<file path="config.mk">
export PLATFORM = sky130hd
export DESIGN_NAME = dmem_responder_flat
export DESIGN_NICKNAME = d
export VERILOG_FILES = /design/src/rtl/dmem_responder_pkg.sv /design/src/rtl/dmem_responder_if.sv /design/src/rtl/dmem_array.sv /design/src/rtl/dmem_responder.sv /design/src/flat_wrapper.sv
export SDC_FILE = /design/constraint.sdc
export NUM_CORES = 2
export LEC_CHECK = 0
export BUFFER_PORTS_ARGS = -buffer_cell sky130_fd_sc_hd__buf_2
export CORE_MARGIN = 2
export CORE_UTILIZATION = 55
export CTS_CLUSTER_DIAMETER = 100
export CTS_CLUSTER_SIZE = 25
export DETAILED_ROUTE_END_ITERATION = 16
export PLACE_DENSITY = 0.73
export SYNTH_ARGS = -nofsm -noshare
export SYNTH_HDL_FRONTEND = slang
export SYNTH_SLANG_ARGS = --single-unit
</file>
<file path="constraint.sdc">
create_clock -name clk -period 7.3 [get_ports clk]
set_input_delay 1.46 -clock clk [delete_from_list [all_inputs] [get_ports clk]]
set_output_delay 1.46 -clock clk [all_outputs]
set_load 0.005 [all_outputs]
</file>
<file path="src/rtl/dmem_responder_pkg.sv">
// dmem_responder_pkg -- shared definitions for the multi-cycle data-memory responder.
//   DMEM_DEF_DEPTH / DMEM_DEF_LATENCY : default geometry and wait count
//   dmem_state_e                      : FSM state encoding (IDLE/WAIT/DONE)
//   dmem_req_t                        : request captured on the accept edge
// Configuration macro: DMEM_BYTE_WRITE_EN (adds per-byte store enables).
package dmem_responder_pkg;

   localparam int DMEM_DEF_DEPTH   = 64;
   localparam int DMEM_DEF_LATENCY = 2;

   typedef enum logic [1:0] {
      IDLE = 2'd0,
      WAIT = 2'd1,
      DONE = 2'd2
   } dmem_state_e;

   typedef struct packed {
      logic        we;
      logic [31:0] a;
      logic [31:0] wd;
      logic [3:0]  be;
   } dmem_req_t;

endpackage

</file>
<file path="src/rtl/dmem_responder_if.sv">
// dmem_responder_if -- core <-> data-memory port.
//   req/we/a/wd (+be) : request from the MEM stage (master drives)
//   rd/ack/stall      : response and hold-off from the memory (slave drives)
// Configuration macro: DMEM_BYTE_WRITE_EN adds be[3:0].
interface dmem_responder_if;

   logic        req;
   logic        we;
   logic [31:0] a;
   logic [31:0] wd;
`ifdef DMEM_BYTE_WRITE_EN
   logic [3:0]  be;
`endif
   logic [31:0] rd;
   logic        ack;
   logic        stall;

`ifdef DMEM_BYTE_WRITE_EN
   modport master (output req, we, a, wd, be, input  rd, ack, stall);
   modport slave  (input  req, we, a, wd, be, output rd, ack, stall);
`else
   modport master (output req, we, a, wd, input  rd, ack, stall);
   modport slave  (input  req, we, a, wd, output rd, ack, stall);
`endif

endinterface

</file>
<file path="src/rtl/dmem_array.sv">
// dmem_array -- DEPTH x 32 RAM, synchronous byte-lane write, synchronous read.
//   clk, reset : clock; async active-high reset (clears only the read register)
//   en         : single access strobe from the responder FSM
//   we         : 1 = write the enabled bytes, 0 = load into q
//   addr       : word index
//   wd, be     : write data and byte enables
//   q          : registered read data; holds its value except on a load
module dmem_array #(
   parameter int DEPTH = 64,
   parameter int AW    = $clog2(DEPTH)
) (
   input  logic          clk,
   input  logic          reset,
   input  logic          en,
   input  logic          we,
   input  logic [AW-1:0] addr,
   input  logic [31:0]   wd,
   input  logic [3:0]    be,
   output logic [31:0]   q
);

   // Storage is deliberately not reset.
   logic [31:0] mem [DEPTH];

   always_ff @(posedge clk) begin
      if (en && we) begin
         for (int i = 0; i < 4; i++) begin
            if (be[i]) mem[addr][8*i +: 8] <= wd[8*i +: 8];
         end
      end
   end

   // q is the core-visible rd: zero after reset, only a load moves it.
   always_ff @(posedge clk or posedge reset) begin
      if (reset)         q <= '0;
      else if (en && !we) q <= mem[addr];
   end

endmodule

</file>
<file path="src/rtl/dmem_responder.sv">
// dmem_responder -- responder end of the core's data-memory port.
// Holds the core with stall for LATENCY cycles after accepting a request,
// then performs the access and pulses ack for one cycle.
//   clk, reset : clock; async active-high reset
//   bus        : dmem_responder_if.slave (req/we/a/wd[/be] in, rd/ack/stall out)
// Parameters: DEPTH (words, power of two >= 4), LATENCY (wait cycles >= 1).
// Configuration macro: DMEM_BYTE_WRITE_EN -- when defined, stores honour bus.be;
// otherwise every store writes the full word.
module dmem_responder
   import dmem_responder_pkg::*;
#(
   parameter int DEPTH   = DMEM_DEF_DEPTH,
   parameter int LATENCY = DMEM_DEF_LATENCY
) (
   input  logic             clk,
   input  logic             reset,
   dmem_responder_if.slave  bus
);

   localparam int AW = $clog2(DEPTH);
   localparam int CW = $clog2(LATENCY + 1);

   dmem_state_e   state, state_nxt;
   logic [CW-1:0] cnt;
   dmem_req_t     req_q;
   logic          commit;
   logic          ack_q;
   logic [31:0]   rd_q;
   logic [3:0]    be_in;

`ifdef DMEM_BYTE_WRITE_EN
   assign be_in = bus.be;
`else
   assign be_in = 4'hF;
`endif

   // Address bits outside the word index are ignored (aliasing is intended).
   logic unused_abits;
   assign unused_abits = ^{req_q.a[31:AW+2], req_q.a[1:0]};

   // Next state and stall. commit is derived from state, so an async reset
   // in WAIT kills the pending access before its edge.
   always_comb begin
      state_nxt = state;
      bus.stall = 1'b0;
      commit    = 1'b0;
      case (state)
         IDLE: begin
            bus.stall = bus.req;
            if (bus.req) state_nxt = WAIT;
         end
         WAIT: begin
            bus.stall = 1'b1;
            if (cnt == '0) begin
               commit    = 1'b1;
               state_nxt = DONE;
            end
         end
         DONE:    state_nxt = IDLE;
         default: state_nxt = IDLE;
      endcase
   end

   always_ff @(posedge clk or posedge reset) begin
      if (reset) begin
         state <= IDLE;
         cnt   <= '0;
         req_q <= '0;
         ack_q <= 1'b0;
      end else begin
         state <= state_nxt;
         ack_q <= commit;
         // Capture only in IDLE; a req seen in DONE must be re-presented.
         if (state == IDLE && bus.req) begin
            req_q <= '{we: bus.we, a: bus.a, wd: bus.wd, be: be_in};
            cnt   <= CW'(LATENCY - 1);
         end else if (state == WAIT && cnt != '0) begin
            cnt <= cnt - 1'b1;
         end
      end
   end

   dmem_array #(
      .DEPTH (DEPTH),
      .AW    (AW)
   ) u_array (
      .clk   (clk),
      .reset (reset),
      .en    (commit),
      .we    (req_q.we),
      .addr  (req_q.a[AW+1:2]),
      .wd    (req_q.wd),
      .be    (req_q.be),
      .q     (rd_q)
   );

   assign bus.rd  = rd_q;
   assign bus.ack = ack_q;

endmodule

</file>
<file path="src/flat_wrapper.sv">
// flat-port wrapper written by rule: the top's interface ports become plain ports
module dmem_responder_flat import dmem_responder_pkg::*;
#(
   parameter int DEPTH   = DMEM_DEF_DEPTH,
   parameter int LATENCY = DMEM_DEF_LATENCY
)
  (clk, reset, bus_req, bus_we, bus_a, bus_wd, bus_rd, bus_ack, bus_stall);
  dmem_responder_if bus_i ();
  input  logic clk;
  input  logic reset;
  input wire logic [$bits(bus_i.req)-1:0] bus_req;
  input wire logic [$bits(bus_i.we)-1:0] bus_we;
  input wire logic [$bits(bus_i.a)-1:0] bus_a;
  input wire logic [$bits(bus_i.wd)-1:0] bus_wd;
  output wire logic [$bits(bus_i.rd)-1:0] bus_rd;
  output wire logic [$bits(bus_i.ack)-1:0] bus_ack;
  output wire logic [$bits(bus_i.stall)-1:0] bus_stall;
  assign bus_i.req = bus_req;
  assign bus_i.we = bus_we;
  assign bus_i.a = bus_a;
  assign bus_i.wd = bus_wd;
  assign bus_rd = bus_i.rd;
  assign bus_ack = bus_i.ack;
  assign bus_stall = bus_i.stall;
  dmem_responder #(.DEPTH(DEPTH), .LATENCY(LATENCY)) u_core (.clk(clk), .reset(reset), .bus(bus_i));
endmodule
</file>
# Word level (Yosys, flattened, before mapping)

Memory sizes are Yosys's and may differ from the RTL's. A register that Yosys moved wholly into a read port is not among the register bits.
Cells that the tools add are included.

Memories: 1
Input bits: 68
Memory bits (writable): 2048
Register bits: 47

Memories:

| name               | depth | bits a word | read ports | clocked after Yosys merged registers in | write ports | line             | text |
|---|---|---|---|---|---|---|---|
| u_core.u_array.mem | 64    | 32          | 1          | 1                                       | 1           | dmem_array.sv:23 | `logic [31:0] mem [DEPTH];` |

Add/subtract/negate cells: 1
Reduce and logical (&&, ||, !) cells: 10
Equality and inequality tests: 3
Multiplexer cells: 20

Operator list:

| operator              | number |
|---|---|
| $mux W1               | 14 |
| $mux W2               | 4 |
| $logic_and A1 B1 Y1   | 4 |
| $logic_not A2 Y1      | 2 |
| $pmux W2 S2           | 1 |
| $reduce_bool A2 Y1    | 2 |
| $eq A2 B1 Y1 const B  | 1 |
| $ne A2 B1 Y1 const B  | 1 |
| $ne A2 B2 Y1 const B  | 1 |
| $pmux W1 S2           | 1 |
| $reduce_and A2 Y1     | 1 |
| $sub A2 B1 Y2 const B | 1 |
| $logic_not A1 Y1      | 1 |

# Logic depth before layout (Yosys ltp)

Depth in word-level cells: 6
Gate-level depth with buffers: 11
Depth with buffers taken out: 8

# Cells and area by module

Synthesis repeated with hierarchy kept, for this count alone.

Cells, all modules: 4620
Area total of the unflattened synthesis: 82635.5 um2

Modules (own cells, without submodules):

| module         | cells an instance | instances | sequential area each (um2) | area an instance (um2) |
|---|---|---|---|---|
| dmem_array     | 4514              | 1         | 62299.8                    | 80867.6 |
| dmem_responder | 106               | 1         | 1126.1                     | 1767.9 |

# Worst setup path before layout

No wires, ideal clock.

Kind: reg2reg
Start point: reg u_core.req_q[39] in the netlist's numbering
End point: mem u_core.u_array.mem[17][0], enable pin
Library setup time: 0.421 ns
Clock period less this slack: 3.434 ns
Required time: 6.879 ns
Setup slack: 3.866 ns
Arrival: 3.013 ns
Cell stages (with the launch flop): 7
Path through: dfrtp_1 > buf_6 > buf_4 > nor3b_2 > clkbuf_1 > nand2_1 > nor2_1

RTL lines:

| what                   | line                 | text |
|---|---|---|
| start, declared        | dmem_responder.sv:25 | `dmem_req_t req_q;` |
| start signal, assigned | dmem_responder.sv:75 | `req_q <= '{we: bus.we, a: bus.a, wd: bus.wd, be: be_in};` |
| end, declared          | dmem_array.sv:23     |  |

Straight into the memory's write port.

==> flow_summary.yaml <==
run_status:
  outcome: "finished, final reports clean"
layout:
  final_util: 0.594
  mostFrequentLayoutCell: "edfxtp_1"
  nets: 4454
  design_area_um2: 87700
  mostFrequentLayoutCells: "2048 x edfxtp_1, 225 x mux2i_1, 204 x mux2_2"
  drive_gt1_frac: 0.187
  antenna_cells: 0
  area_delta_synth_final_pct: 7.24
power:
  leakage_nw: 27.0
  power.total_mw: 34.1
  powerDensity_nw_per_um2: 389
  peakVddDrop_uv: 413
floorplan:
  die_area_um2: 152000
  ios: 102
  initial_core_util: 0.554
  dieHeight_um: 390
  core_um2: 148000
  dieWidth_um: 390
  std_cell_rows: 141
timing:
  maxSlewHeadroom: 0.116
  finClkSkew_ns: 0.0583
  min_period_ns: 4.33
  tightestPinTransition_ns: 1.33
  setup-tns-final_ns: 0
  grt_setup_unrepaired: "false"
  period_share: 0.594
  maxSlewViolCount: 0
  setup_viol: 0
  fmax_mhz: 231
  hold_viol: 0
  final.setup.worst_slack_ns: 2.97
critical_path:
  path_common_cell: "buf_4"
  max_stage_delay_ns: 0.96
  worstPathCellList: "buf_4 -> and2b_4 -> buf_4 -> a22oi_1 -> and3_1 -> a2111oi_1 -> nand4_1 -> o32a_1"
  arrival_ns: 4.98
  cp_slowest_cell: "a2111oi_1"
  endpoint_kind: "register"
  worstPathRequired_ns: 7.95
  reg2reg_depth: 8
  crit_path_start_kind: "register"
  crit_type: "reg -> reg"
  critical_path.max_fanout: 32
synthesis:
  synth_edf_count: 2048
  ys_ff_latch: 2125
  synth_cell_types: 74
  syn_avg_cell_area_um2: 18.8
  netlist_instances: 4349
  synth.area.top_cells: "edfxtp_1 75%, mux4_2 4.2%, mux2_2 2.8%"
  ys.flop_type: "edfxtp_1"
  yosys_warnings: 0
  synth.largest_area_cell: "edfxtp_1"
  synth.yosys.seq_area_share: 0.775
  synth_nets: 4418
  async_reset_ff_frac: 0.0362
  synth_top_area_share: 0.752
  syn_area_um2: 81800
drt:
  drtAntennaViolNets: 0
  drt_iter0_markers: 7856
  drt_first_pass_iters: 8
  vias_per_cell: 7.17
  vias: 45800
  wl_per_cell_um: 37.5
  route.detailed.drc: 0
  finalWirelength_um: 240000
clock_network:
  cts_hold_buffers: 0
  htreeDepth: 3
  post-cts-setup-buffer-count: 0
  cts_sinks: 2125
  clkLatencyLatePin_ns: 0.78
  ctsResizeCount: 0
  cts_buffers: 96
  clk_path_buf_depth: 3
  clkTransAtPathRegs_ns: 0.10
  cts-root-buf: "clkbuf_16"
  cts_tree: "yes"
global_routing:
  grt_pass1_wl_um: 332000
  grt_max_degree: 123
  gr-total-overflow: 0
  track_usage: 0.313
  antenna_found_initial: 10
  grt_pass1_vias: 43300
min_path:
  hold_path.class: "reg -> reg"
  min_path_cells: 1
place:
  io_buffers: 75
  gp_congestion: 0.884
  dp_slack_ns: 3.14
  placed_cell_area_um2: 84900
  post-dp-hpwl_um: 135000
run:
  cap_viol_max_count: 0
per-layer routing:
layer	GRT usage	wire [um]
met1	0.438	85100
met2	0.463	107000
met3	0.0759	33300
met4	0.161	14700
met5	0	25
cell type report:
class / instances / area, um^2
Multi-Input combinational cell: 1913 / 17200
Clock buffer: 171 / 2740
Clock inverter: 5 / 97.6
Tap cell: 1930 / 2410
Inverter: 10 / 48.8
Fill cell: 10400 / 59900
Sequential cell: 2125 / 63500
Timing Repair Buffer: 239 / 1720
state kept, by name, indices dropped and copies added, names as in the netlist:
name,flops
u_core.bus.ack,1
u_core.cnt,2
u_core.req_q,40
u_core.state,2
u_core.u_array.mem,2048
u_core.u_array.q,32
cell usage after synthesis (4+ instances only):
cell / count
a211oi_1: 8
edfxtp_1: 2048
nand4_1: 10
nor3b_1: 5
nand2b_1: 7
a221o_1: 45
nor3_1: 11
o2bb2ai_1: 22
mux2_1: 5
mux2i_1: 225
inv_1: 8
a211o_1: 6
buf_6: 33
o211ai_1: 10
o221ai_1: 20
a22oi_1: 160
o21a_1: 5
nand3b_1: 6
and3b_1: 4
a21oi_1: 116
buf_2: 110
o22a_1: 7
a32oi_1: 7
and2_1: 7
buf_4: 50
o21ai_0: 120
nand3_1: 18
mux4_2: 152
clkbuf_1: 85
dfrtp_1: 77
mux2_2: 204
a22o_1: 45
a221oi_1: 180
nand2_1: 112
a2111oi_0: 5
o22ai_1: 78
nor2_1: 182
nor2b_1: 5
buf_1: 23
and3_1: 16
a222oi_1: 8
a31oi_1: 33
o32a_1: 18
o2111ai_1: 4
worst max-delay path, delay by kind of cell, from the launching register on:
family / cells / cell delay [ns]
simple gates: 3 / 1.01
compound gates: 3 / 1.44
flops: 1 / 0.69
buf+inv: 2 / 1.07
power by group:
group	leakage (nW)	internal, mW	switching, mW
Sequential	19.3	15.5	1.65
Clock	1.34	2.59	3.70
Combinational	6.42	3.37	7.33
Total	27.0	21.5	12.7
path summary, 6_finish.rpt:
check | startpoint | end | slack [ns]
max in group asynchronous | reset | u_core.req_q[39] | 5.15
min in group asynchronous | reset | u_core.req_q[21] | 0.78
worst max register to register | u_core.req_q[38] | u_core.u_array.q[31] | 2.97
worst min register to register | u_core.req_q[0] | u_core.req_q[0] | 0.48
worst min-delay path | u_core.req_q[0] | u_core.req_q[0] | 0.48
worst max-delay path | u_core.req_q[38] | u_core.u_array.q[31] | 2.97
cells by family after synthesis:
family / count (synthesis) / synth area share
compound gates: 920 / 0.0825
flops: 2125 / 0.775
fa+ha+maj: 1 / 0.000153
mux: 587 / 0.0985
simple gates: 405 / 0.0223
buf+inv: 311 / 0.0213
metrics by stage:
stage | std cells | hold slack, ns
after floorplan | 4349 | 0.431
after global routing | 6393 | 0.506
after CTS | 6393 | 0.477
after detailed placement | 6217 | 0.454
after global placement | 6217 | 0.445
final | 6393 | 0.476
Power figures use the tool's default switching activity.
